File: src/rtl/phy_rx_sync_monitor_pkg.sv
// Shared PCS definitions: sync-state encoding and the 8b10b K-code set.
`default_nettype none

package phy_rx_sync_monitor_pkg;

   typedef enum logic [1:0] {
      ST_LOS      = 2'd0,
      ST_ACQ      = 2'd1,
      ST_SYNC     = 2'd2,
      ST_SYNC_ERR = 2'd3
   } sync_state_t;

   localparam logic [7:0] K28_5 = 8'hBC;
   localparam logic [7:0] K23_7 = 8'hF7;
   localparam logic [7:0] K27_7 = 8'hFB;
   localparam logic [7:0] K29_7 = 8'hFD;
   localparam logic [7:0] K30_7 = 8'hFE;
   localparam logic [7:0] K28_0 = 8'h1C;

   function automatic logic is_known_k(input logic [7:0] sym);
      return (sym == K28_5) || (sym == K23_7) || (sym == K27_7) ||
             (sym == K29_7) || (sym == K30_7) || (sym == K28_0);
   endfunction

endpackage

`default_nettype wire

File: src/rtl/phy_rx_word_classify.sv
// Combinational classifier: flags aligned commas and invalid PCS words.
`default_nettype none

module phy_rx_word_classify
   import phy_rx_sync_monitor_pkg::*;
(
   input  logic [15:0] data,
   input  logic [1:0]  k,
   input  logic        enc_err,
   output logic        comma,
   output logic        invalid
);

   logic bad_k_hi;
   logic bad_k_lo;
   logic split_comma;

   assign bad_k_hi    = k[1] && !is_known_k(data[15:8]);
   assign bad_k_lo    = k[0] && !is_known_k(data[7:0]);
   // A comma in the second symbol means the word boundary is off by one byte.
   assign split_comma = k[0] && (data[7:0] == K28_5);

   assign invalid = enc_err || split_comma || bad_k_hi || bad_k_lo;
   assign comma   = (k == 2'b10) && (data[15:8] == K28_5) && !enc_err;

endmodule

`default_nettype wire

File: src/rtl/phy_rx_sync_monitor.sv
// Receive word-sync monitor: comma acquisition, error-credit loss-of-sync FSM,
// one-cycle registered datapath and saturating error / LOS counters.
`default_nettype none

module phy_rx_sync_monitor
   import phy_rx_sync_monitor_pkg::*;
#(
   parameter int g_acq_commas = 3,
   parameter int g_good_run   = 4,
   parameter int g_max_err    = 4
) (
   input  logic        clk_sys_i,
   input  logic        rst_n_i,
   input  logic        rx_valid_i,
   input  logic [15:0] rx_data_i,
   input  logic [1:0]  rx_k_i,
   input  logic        rx_enc_err_i,
   input  logic        cnt_clr_i,
   output logic [15:0] rx_data_o,
   output logic [1:0]  rx_k_o,
   output logic        rx_valid_o,
   output logic        link_up_o,
   output logic [1:0]  state_o,
   output logic        los_p1_o,
   output logic [15:0] err_cnt_o,
   output logic [7:0]  los_cnt_o
);

   localparam int CW  = $clog2(g_acq_commas + 1);
   localparam int CRW = $clog2(g_max_err + 1);
   localparam int RW  = $clog2(g_good_run + 1);
   localparam logic [CW-1:0]  ACQ_LAST = CW'(g_acq_commas - 1);
   localparam logic [CRW-1:0] CR_LAST  = CRW'(g_max_err - 1);
   localparam logic [RW-1:0]  RUN_LAST = RW'(g_good_run - 1);

   sync_state_t    state, state_nxt;
   logic [CW-1:0]  comma_cnt, comma_cnt_nxt;
   logic [CRW-1:0] credit, credit_nxt;
   logic [RW-1:0]  run, run_nxt;
   logic           los_evt;
   logic           is_comma;
   logic           is_invalid;
   logic           bad_word;

   phy_rx_word_classify u_classify (
      .data    (rx_data_i),
      .k       (rx_k_i),
      .enc_err (rx_enc_err_i),
      .comma   (is_comma),
      .invalid (is_invalid)
   );

   assign bad_word = rx_valid_i && is_invalid;

   always_ff @(posedge clk_sys_i or posedge rst_n_i) begin
      if (rst_n_i) begin
         state     <= ST_LOS;
         comma_cnt <= '0;
         credit    <= '0;
         run       <= '0;
      end else begin
         state     <= state_nxt;
         comma_cnt <= comma_cnt_nxt;
         credit    <= credit_nxt;
         run       <= run_nxt;
      end
   end

   always_comb begin
      state_nxt     = state;
      comma_cnt_nxt = comma_cnt;
      credit_nxt    = credit;
      run_nxt       = run;
      los_evt       = 1'b0;
      if (rx_valid_i) begin
         case (state)
            ST_LOS: begin
               if (is_comma) begin
                  if (ACQ_LAST == '0) begin
                     state_nxt = ST_SYNC;
                  end else begin
                     state_nxt     = ST_ACQ;
                     comma_cnt_nxt = CW'(1);
                  end
               end
            end
            ST_ACQ: begin
               if (is_invalid) begin
                  state_nxt     = ST_LOS;
                  comma_cnt_nxt = '0;
               end else if (is_comma) begin
                  if (comma_cnt == ACQ_LAST) begin
                     state_nxt     = ST_SYNC;
                     comma_cnt_nxt = '0;
                  end else begin
                     comma_cnt_nxt = comma_cnt + CW'(1);
                  end
               end
            end
            ST_SYNC: begin
               if (is_invalid) begin
                  state_nxt  = ST_SYNC_ERR;
                  credit_nxt = CRW'(1);
                  run_nxt    = '0;
               end
            end
            default: begin
               // An invalid word always wins over a pending credit decrement.
               if (is_invalid) begin
                  run_nxt = '0;
                  if (credit == CR_LAST) begin
                     state_nxt  = ST_LOS;
                     credit_nxt = '0;
                     los_evt    = 1'b1;
                  end else begin
                     credit_nxt = credit + CRW'(1);
                  end
               end else if (run == RUN_LAST) begin
                  run_nxt    = '0;
                  credit_nxt = credit - CRW'(1);
                  if (credit == CRW'(1)) begin
                     state_nxt = ST_SYNC;
                  end
               end else begin
                  run_nxt = run + RW'(1);
               end
            end
         endcase
      end
   end

   always_ff @(posedge clk_sys_i or posedge rst_n_i) begin
      if (rst_n_i) begin
         rx_data_o  <= '0;
         rx_k_o     <= '0;
         rx_valid_o <= 1'b0;
         los_p1_o   <= 1'b0;
         err_cnt_o  <= '0;
         los_cnt_o  <= '0;
      end else begin
         rx_data_o  <= rx_data_i;
         rx_k_o     <= rx_k_i;
         rx_valid_o <= rx_valid_i && (state_nxt == ST_SYNC || state_nxt == ST_SYNC_ERR);
         los_p1_o   <= los_evt;
         if (cnt_clr_i) begin
            err_cnt_o <= '0;
            los_cnt_o <= '0;
         end else begin
            if (bad_word && err_cnt_o != 16'hFFFF) begin
               err_cnt_o <= err_cnt_o + 16'd1;
            end
            if (los_evt && los_cnt_o != 8'hFF) begin
               los_cnt_o <= los_cnt_o + 8'd1;
            end
         end
      end
   end

   assign link_up_o = (state == ST_SYNC) || (state == ST_SYNC_ERR);
   assign state_o   = state;

endmodule

`default_nettype wire

File: config.mk
export PLATFORM = sky130hd
export DESIGN_NAME = phy_rx_sync_monitor
export DESIGN_NICKNAME = d
export VERILOG_FILES = /design/src/rtl/phy_rx_sync_monitor_pkg.sv /design/src/rtl/phy_rx_word_classify.sv /design/src/rtl/phy_rx_sync_monitor.sv
export SDC_FILE = /design/constraint.sdc
export NUM_CORES = 1
export LEC_CHECK = 0
export CORE_ASPECT_RATIO = 0.8
export CORE_UTILIZATION = 49
export DETAILED_ROUTE_END_ITERATION = 10
export GPL_TIMING_DRIVEN = 0
export PLACE_DENSITY = 0.8
export RECOVER_POWER = 100
export SLEW_MARGIN = 25
export SYNTH_ARGS = -nofsm -noshare
export SYNTH_HDL_FRONTEND = slang
export SYNTH_SLANG_ARGS = --single-unit
File: constraint.sdc
create_clock -name clk_sys_i -period 2.55 [get_ports clk_sys_i]
set_input_delay 0.51 -clock clk_sys_i [delete_from_list [all_inputs] [get_ports clk_sys_i]]
set_output_delay 0.51 -clock clk_sys_i [all_outputs]
set_load 0.005 [all_outputs]
Word-level counts from Yosys, hierarchy flattened
Cells that the tools add are included.
{"block": "totals", "reg_bits": 54, "inputBits": 23, "out_inout_bits": 47, "word_cells": 114}
{"block": "classes", "bitwise": 1, "eq_ne": 27, "add_sub_neg": 6, "reduce_logical": 37, "mux": 33}
{"op": "8-bit == test (second input constant)", "n": 10}
{"op": "16-bit two-way mux", "n": 2}
{"op": "2-bit two-way mux", "n": 14}
{"op": "3-bit two-way mux", "n": 7}
{"op": "16-bit by 1-bit adder with 16-bit output (second input constant)", "n": 1}
{"op": "8-bit by 5-bit == test with 1-bit output (second input constant)", "n": 2}
{"op": "8-bit two-way mux", "n": 2}
{"op": "16-bit inequality test (second input constant)", "n": 1}
{"op": "1-bit logical OR", "n": 15}
{"op": "2-bit == test (second input constant)", "n": 6}
{"op": "3-bit case mux with 2 select lines", "n": 2}
{"op": "1-bit logical AND", "n": 9}
{"op": "8-bit by 1-bit adder with 8-bit output (second input constant)", "n": 1}
{"op": "8-bit inequality test (second input constant)", "n": 1}
{"op": "4-bit AND reduction", "n": 2}
{"op": "2-bit nonzero test", "n": 4}
{"op": "3-bit by 1-bit adder with 3-bit output (second input constant)", "n": 2}
{"op": "3-bit by 2-bit == test with 1-bit output (second input constant)", "n": 2}
{"op": "2-bit case mux with 3 select lines", "n": 1}
{"op": "1-bit two-way mux", "n": 4}
{"op": "2-bit inequality test (second input constant)", "n": 2}
{"op": "2-bit case mux with 2 select lines", "n": 1}
{"op": "3-bit by 1-bit == test with 1-bit output (second input constant)", "n": 1}
{"op": "1-bit logical NOT", "n": 3}
{"op": "9 further kinds", "n": 9}

Longest topological paths before layout
{"block": "depth", "depth_word": 16, "depth_mapped": 9, "ltp_nobuf": 7}

Modules after synthesis
Synthesis repeated with hierarchy kept, for this count alone.
{"block": "unflattened", "hier_cells": 260, "hier_area_um2": 2728.9}
{"module": "phy_rx_sync_monitor", "cells_each": 234, "area_each_um2": 2558.7, "seq_area_each_um2": 1351.3, "n_inst": 1}
{"module": "phy_rx_word_classify", "cells_each": 26, "area_each_um2": 170.2, "seq_area_each_um2": 0.0, "n_inst": 1}

Worst setup path before layout
Ideal clock, no wire load.
{"block": "synth_path", "path_kind": "in2reg", "from": "in rx_data_i[0]", "to": "reg los_cnt_o[2]", "arrival_ns": 2.514, "cell_stages": 8, "path_buffers": 1, "slack_ns": -0.091, "required_ns": 2.423, "setup_time_ns": 0.127, "path_cell_list": "or4b_1 -> or4_4 -> a31oi_4 -> a211o_2 -> buf_6 -> inv_4 -> nand3_2 -> mux2_1"}
{"block": "synth_via", "elab_chain_len": 14, "elab_cells_between_ends": 22, "classes_between": "eq/ne: 6; mux: 3; reduce/logical: 13"}
{"item": "start: declaration", "line_no": "phy_rx_sync_monitor.sv:15", "source": "input logic [15:0] rx_data_i,"}
{"item": "8-bit == test, on equally long branches", "line_no": "phy_rx_sync_monitor_pkg.sv:21, phy_rx_word_classify.sv:21"}
{"item": "1-bit logical OR (3 in a row)", "line_no": "phy_rx_sync_monitor_pkg.sv:21", "source": "return (sym == K28_5) || (sym == K23_7) || (sym == K27_7) ||"}
{"item": "1-bit logical OR (2 in a row)", "line_no": "phy_rx_sync_monitor_pkg.sv:22", "source": "(sym == K29_7) || (sym == K30_7) || (sym == K28_0);"}
{"item": "1-bit logical NOT", "line_no": "phy_rx_word_classify.sv:19", "source": "assign bad_k_lo = k[0] && !is_known_k(data[7:0]);"}
{"item": "1-bit logical AND", "line_no": "phy_rx_word_classify.sv:19"}
{"item": "1-bit logical OR *", "line_no": "phy_rx_word_classify.sv:23", "source": "assign invalid = enc_err || split_comma || bad_k_hi || bad_k_lo;"}
{"item": "1-bit two-way mux *", "line_no": "phy_rx_sync_monitor.sv:109", "source": "if (is_invalid) begin"}
{"item": "1-bit two-way mux *", "line_no": "phy_rx_sync_monitor.sv:76", "source": "case (state)"}
{"item": "1-bit two-way mux *", "line_no": "phy_rx_sync_monitor.sv:75", "source": "if (rx_valid_i) begin"}
{"item": "named net los_evt", "line_no": "phy_rx_sync_monitor.sv:40", "source": "logic los_evt;"}
{"item": "1-bit logical AND *", "line_no": "phy_rx_sync_monitor.sv:152", "source": "if (los_evt && los_cnt_o != 8'hFF) begin"}
{"item": "2-bit nonzero test (no source line) *"}
{"item": "end signal: assignment", "line_no": "phy_rx_sync_monitor.sv:153", "source": "los_cnt_o <= los_cnt_o + 8'd1;"}
{"item": "end: declaration", "line_no": "phy_rx_sync_monitor.sv:26", "source": "output logic [7:0] los_cnt_o"}
Mark *: on every way through the listed nets, which the timed path passes. The rest lies on a longest branch.
A chain may end at the register's enable or synchronous reset.

Final worst setup path
{"block": "layout_path", "from": "in rx_data_i[12]", "to": "reg err_cnt_o[11]"}
{"block": "layout_via", "elab_chain_len": 13, "elab_cells_between_ends": 18, "classes_between": "eq/ne: 6; reduce/logical: 12"}
{"item": "8-bit == test", "line_no": "phy_rx_sync_monitor_pkg.sv:21"}
{"item": "1-bit logical OR (3 in a row)", "line_no": "phy_rx_sync_monitor_pkg.sv:21"}
{"item": "1-bit logical OR", "line_no": "phy_rx_sync_monitor_pkg.sv:22"}
{"item": "1-bit logical OR *", "line_no": "phy_rx_sync_monitor_pkg.sv:22"}
{"item": "1-bit logical NOT *", "line_no": "phy_rx_word_classify.sv:18", "source": "assign bad_k_hi = k[1] && !is_known_k(data[15:8]);"}
{"item": "1-bit logical AND *", "line_no": "phy_rx_word_classify.sv:18"}
{"item": "1-bit logical OR * (2 in a row)", "line_no": "phy_rx_word_classify.sv:23"}
{"item": "1-bit logical AND *", "line_no": "phy_rx_sync_monitor.sv:53", "source": "assign bad_word = rx_valid_i && is_invalid;"}
{"item": "1-bit logical AND *", "line_no": "phy_rx_sync_monitor.sv:149", "source": "if (bad_word && err_cnt_o != 16'hFFFF) begin"}
{"item": "2-bit nonzero test (no source line) *"}
{"item": "end signal: assignment", "line_no": "phy_rx_sync_monitor.sv:150", "source": "err_cnt_o <= err_cnt_o + 16'd1;"}
{"item": "end: declaration", "line_no": "phy_rx_sync_monitor.sv:25", "source": "output logic [15:0] err_cnt_o,"}
Every way passes the cells marked *; elsewhere a longest branch is shown, timed or not.

==> results <==
- The number of pins exceeding their max-slew limit in the final report is 0.
- After synthesis, the mean cell area works out to ~10 um2.
- The critical path goes through dlygate4sd2_1 -> and3_1 -> and3_1 -> a311o_1 -> buf_6 -> a211o_4 -> clkbuf_2 -> or4_1 -> a21oi_1.
- The sum of overflow across all layers after global routing is 0.
- The number of sinks driven by the clock tree is 54.
- At the later pin of the worst-skew pair, clock insertion delay measures about 0.31 ns.
- The last weighted congestion value of the routability-driven placer is about 0.85.
- The clock tree synthesis step divided the H-tree into 2 levels.
- In the post-synthesis netlist, the biggest area contributors are sky130_fd_sc_hd__dfrtp_1, sky130_fd_sc_hd__a21oi_1, sky130_fd_sc_hd__o31ai_1, sky130_fd_sc_hd__or4_1, sky130_fd_sc_hd__ha_1.
- 70 I/O pins were placed.
- The cell taking the most area after synthesis is sky130_fd_sc_hd__dfrtp_1.
- The synthesized netlist contains a little over 60 unique library cells.
- The floorplan step defined a die boundary enclosing between 0.006 and 0.007 mm2.
- The maximum number of pins on one net before global-route repair is 55.
- The pre-CTS setup slack is -0.8202 ns.
- From synthesis to final layout, the design area changed by 37.67%.
- The synthesized design contains 54 register bits.
- For this run, the top clock speed supported by timing is just over 0.4 GHz.
- Once layout is complete, the cells apart from fillers number ~450.
- The starting density of the core is between 50% and 60%.
- Synthesis produced about 270 cells.
- The post-synthesis net count is between 200 and 300.
- The worst setup path is captured at a flip-flop.
- The number of iterations in the first detailed-routing pass is 4.
- In this run the cell area of the synthesized design comes to around 0.0028 mm2.
- The share of the synthesized area in the top cell type is approximately half.
- The count of placed standard cells including taps is 415.
- The highest net fanout along the worst path is 10.
- STA puts the critical path data required time at around 2.8 ns.
- After clock tree synthesis, the clock-pin slew on the worst setup and hold paths is 0.09 ns.
- The total count of hold-check failures in the final report is 0.
- TritonCTS built the clock tree.
- The leakage power is between 0.0015 and 0.002 uW.
- The number of antenna violations at the first check in global routing is 0.
- In this run the tightest slew margin relative to its limit is between 20% and 30%.
- The share of the clock period used by the worst path is 97.34%.
- The routed design has between 6000 and 7000 um of wire.
- The fill cell total of the finished layout is 431.
- For this run, the slowest stage of the critical path takes approximately 0.5 ns.
- The floorplan has 24 rows.
- The HPWL after detailed placement is between 4000 and 5000 um.
- For this run, asynchronously set or reset flops after synthesis account for 100.0%.
- The number of global-route vias before repair is around 2,300.
- The remaining design rule violation count is 0.
- The run finished with clean final reports.
- Yosys printed 0 warnings.
- The net total in the final layout is 395.
- The slowest stage cell on the critical path is sky130_fd_sc_hd__or4_1.
- In the final layout, the multi-input gates occupy around 0.0014 mm2.
- The number of maximum-capacitance violations is 0.
- The via count normalized by instance count is approximately 5.8.
- The proportion of layout cells with a drive suffix above 1 is between 10% and 20%.
- The final clock skew is roughly 0.0068 ns.
- The total track usage is between 20% and 30%.
- The critical path launch point type is an input pin.
- The most repeated library cell on the critical path is sky130_fd_sc_hd__and3_1.
- The post-detailed-route count of antenna-violating nets is 0.
- The path category of the worst min-delay check is in -> reg.
- The die is ~86 um wide.
- In the post-route analysis, the smallest setup slack over all paths is a little under 0.07 ns.
- IR analysis of the VDD net gives a maximum drop of roughly 0.00035 V.
- The sequential area share after synthesis is around 48%.
- The worst path in the final design needs a cycle of around 2.5 ns, including I/O delays and setup.
- The critical setup path kind is in -> reg.
- Buffers inserted to repair hold after CTS numbered 0.
- The number of antenna diodes in the final layout is 0.
- The most used flip-flop cell after synthesis is sky130_fd_sc_hd__dfrtp_1.
- TritonCTS created 5 clock buffers.
- The number of enable flip-flop cells after synthesis is 0.
- Setup repair after global routing left no endpoint under its margin.
- The number of design-rule violations left by the first detailed-router iteration is roughly 210.
- The wire length per cell after detailed routing is roughly 15 um.
- Across the whole layout, storage elements account for around 0.0014 mm2.
- The wire length of the first global-routing pass is 10,960 um.
- The power density normalized to cell area is 539.8 mW/mm2.
- The total via count after detailed routing is roughly 2,600.
- The critical path data arrival time is approximately 2.7 ns.
- Buffers placed on the I/O ports in this run total 68.
- The final setup violation count is 0.
- The buffer cell driving the clock tree root is sky130_fd_sc_hd__clkbuf_8.
- The worst-case clock buffer depth is 2.
- For the pin with the worst max-slew slack, the measured transition is 1.106 ns.
- The height of the chip is 69.50 um.
- In this run the standard cell core region covers 0.005465 mm2.
==> critical path: cells and delay by family <==
family          cells  cell delay, ns
simple gates        3            0.83
compound gates      3            0.82
buf+inv             3            0.55
==> report_power, final <==
part / leakage, uW / total [uW] / internal (uW) / switching (uW)
logic: 0.000931 / 587 / 270 / 317
registers: 0.000697 / 982 / 924 / 58.1
clock network: 0.0000472 / 504 / 219 / 285
==> Yosys cell counts, types with 2 or more instances <==
library cell / count
sky130_fd_sc_hd__dfrtp_1: 54
sky130_fd_sc_hd__nor3_1: 3
sky130_fd_sc_hd__buf_6: 2
sky130_fd_sc_hd__o21ai_1: 7
sky130_fd_sc_hd__a21oi_1: 24
sky130_fd_sc_hd__clkbuf_1: 6
sky130_fd_sc_hd__and2_1: 2
sky130_fd_sc_hd__a221oi_1: 2
sky130_fd_sc_hd__nand2b_1: 4
sky130_fd_sc_hd__mux2_1: 2
sky130_fd_sc_hd__and4_1: 2
sky130_fd_sc_hd__a221o_1: 2
sky130_fd_sc_hd__o21ai_0: 5
sky130_fd_sc_hd__nand3_1: 15
sky130_fd_sc_hd__ha_1: 6
sky130_fd_sc_hd__nor2b_1: 7
sky130_fd_sc_hd__o41ai_1: 2
sky130_fd_sc_hd__nor4_2: 2
sky130_fd_sc_hd__o31ai_1: 13
sky130_fd_sc_hd__nand2_1: 18
sky130_fd_sc_hd__xnor2_1: 3
sky130_fd_sc_hd__nor2_1: 12
sky130_fd_sc_hd__a32o_1: 2
sky130_fd_sc_hd__or3_1: 5
sky130_fd_sc_hd__nand4_1: 6
sky130_fd_sc_hd__or4_1: 11
sky130_fd_sc_hd__o211ai_1: 2
sky130_fd_sc_hd__and3_1: 7
sky130_fd_sc_hd__a21o_1: 2
sky130_fd_sc_hd__inv_1: 9
==> state kept, by name, indices dropped and copies added (netlist names) <==
name	count
comma_cnt	2
err_cnt_o	16
rx_k_o	2
credit	3
rx_data_o	16
rx_valid_o	1
state_o	2
los_p1_o	1
run	3
los_cnt_o	8
==> cells in the final DEF, fill, tap and decap left out, types with 6 or more instances in the layout <==
cell,instances
sky130_fd_sc_hd__dfrtp_1,54
sky130_fd_sc_hd__and3_1,7
sky130_fd_sc_hd__clkbuf_8,6
sky130_fd_sc_hd__nand3_1,15
sky130_fd_sc_hd__nand2_1,18
sky130_fd_sc_hd__ha_1,6
sky130_fd_sc_hd__clkbuf_1,17
sky130_fd_sc_hd__nand4_1,6
sky130_fd_sc_hd__inv_1,8
sky130_fd_sc_hd__or4_1,11
sky130_fd_sc_hd__a21oi_1,24
sky130_fd_sc_hd__buf_4,10
sky130_fd_sc_hd__dlygate4sd3_1,50
sky130_fd_sc_hd__nor2_1,12
sky130_fd_sc_hd__o21ai_1,7
sky130_fd_sc_hd__o31ai_1,13
sky130_fd_sc_hd__clkbuf_4,6
sky130_fd_sc_hd__nor2b_1,7
==> per-layer routing <==
| layer | track usage (%) | part of all wire, % | vias to the layer above |
|---|---|---|---|
| met2 | 36.51 | 49 | 101 |
| met5 | 0 | 0 | - |
| met3 | 9.048 | 8.3 | 4 |
| met4 | 5.000 | 0.47 | 0 |
| li1 | - | - | 1219 |
| met1 | 30.44 | 42 | 1242 |
==> stage by stage <==
step           setup TNS, ns  instance area (um2)  hold slack, ns  utilization, %  total power (uW)
5_1_grt                    0                 3841          0.3207           70.28              2197
4_1_cts                    0                 3761          0.4599           68.82              2077
3_5_place_dp          -20.34                 3571          0.4902           65.34              1562
3_3_place_gp          -34.91                 3568          0.4700           65.29              1547
2_1_floorplan       -0.06560                 2790          0.4501               -              1328
6_report                   0                 3841          0.3345           70.28              2074
==> layout make-up <==
class,instances,share of cell area [%]
buffer,13,2.704
clock buffer,6,2.150
clock inverter,2,0.3257
inverter,10,1.042
multi-input combinational,192,35.41
sequential,54,35.18
tap,78,2.541
timing repair buffer,90,20.65
==> repair_timing <==
item                                    4_1_cts  5_1_grt
gates cloned                                  0        2
pin swaps                                     7        9
resized for setup                            23       20
setup buffers                                 7       13
endpoints found under the setup margin       36       14
==> logic make-up after synthesis <==
family          count (synthesis)  share of synthesized area (%)
flops                          54                          48.43
simple gates                  101                          21.08
xor+xnor                        4                          1.256
fa+ha+maj                       6                          2.691
mux                             5                          2.107
compound gates                 76                          19.55
buf+inv                        23                          4.888
==> final timing paths <==
| check | cells after the start | end | startpoint | slack (ns) |
|---|---|---|---|---|
| worst min register to register | 1 | run[0]$_DFFE_PP0P_ | run[0]$_DFFE_PP0P_ | 0.51 |
| worst min-delay path | 1 | rx_data_o[6]$_DFF_PP0_ | rx_data_i[6] | 0.33 |
| max in group asynchronous | 2 | err_cnt_o[11]$_DFFE_PP0P_ | rst_n_i | 0.94 |
| worst max-delay path | 9 | err_cnt_o[11]$_DFFE_PP0P_ | rx_data_i[12] | 0.07 |
| min in group asynchronous | 2 | rx_data_o[7]$_DFF_PP0_ | rst_n_i | 0.93 |
| worst max register to register | 7 | err_cnt_o[11]$_DFFE_PP0P_ | err_cnt_o[0]$_DFFE_PP0P_ | 0.33 |
(Power assumes the default switching activity.)
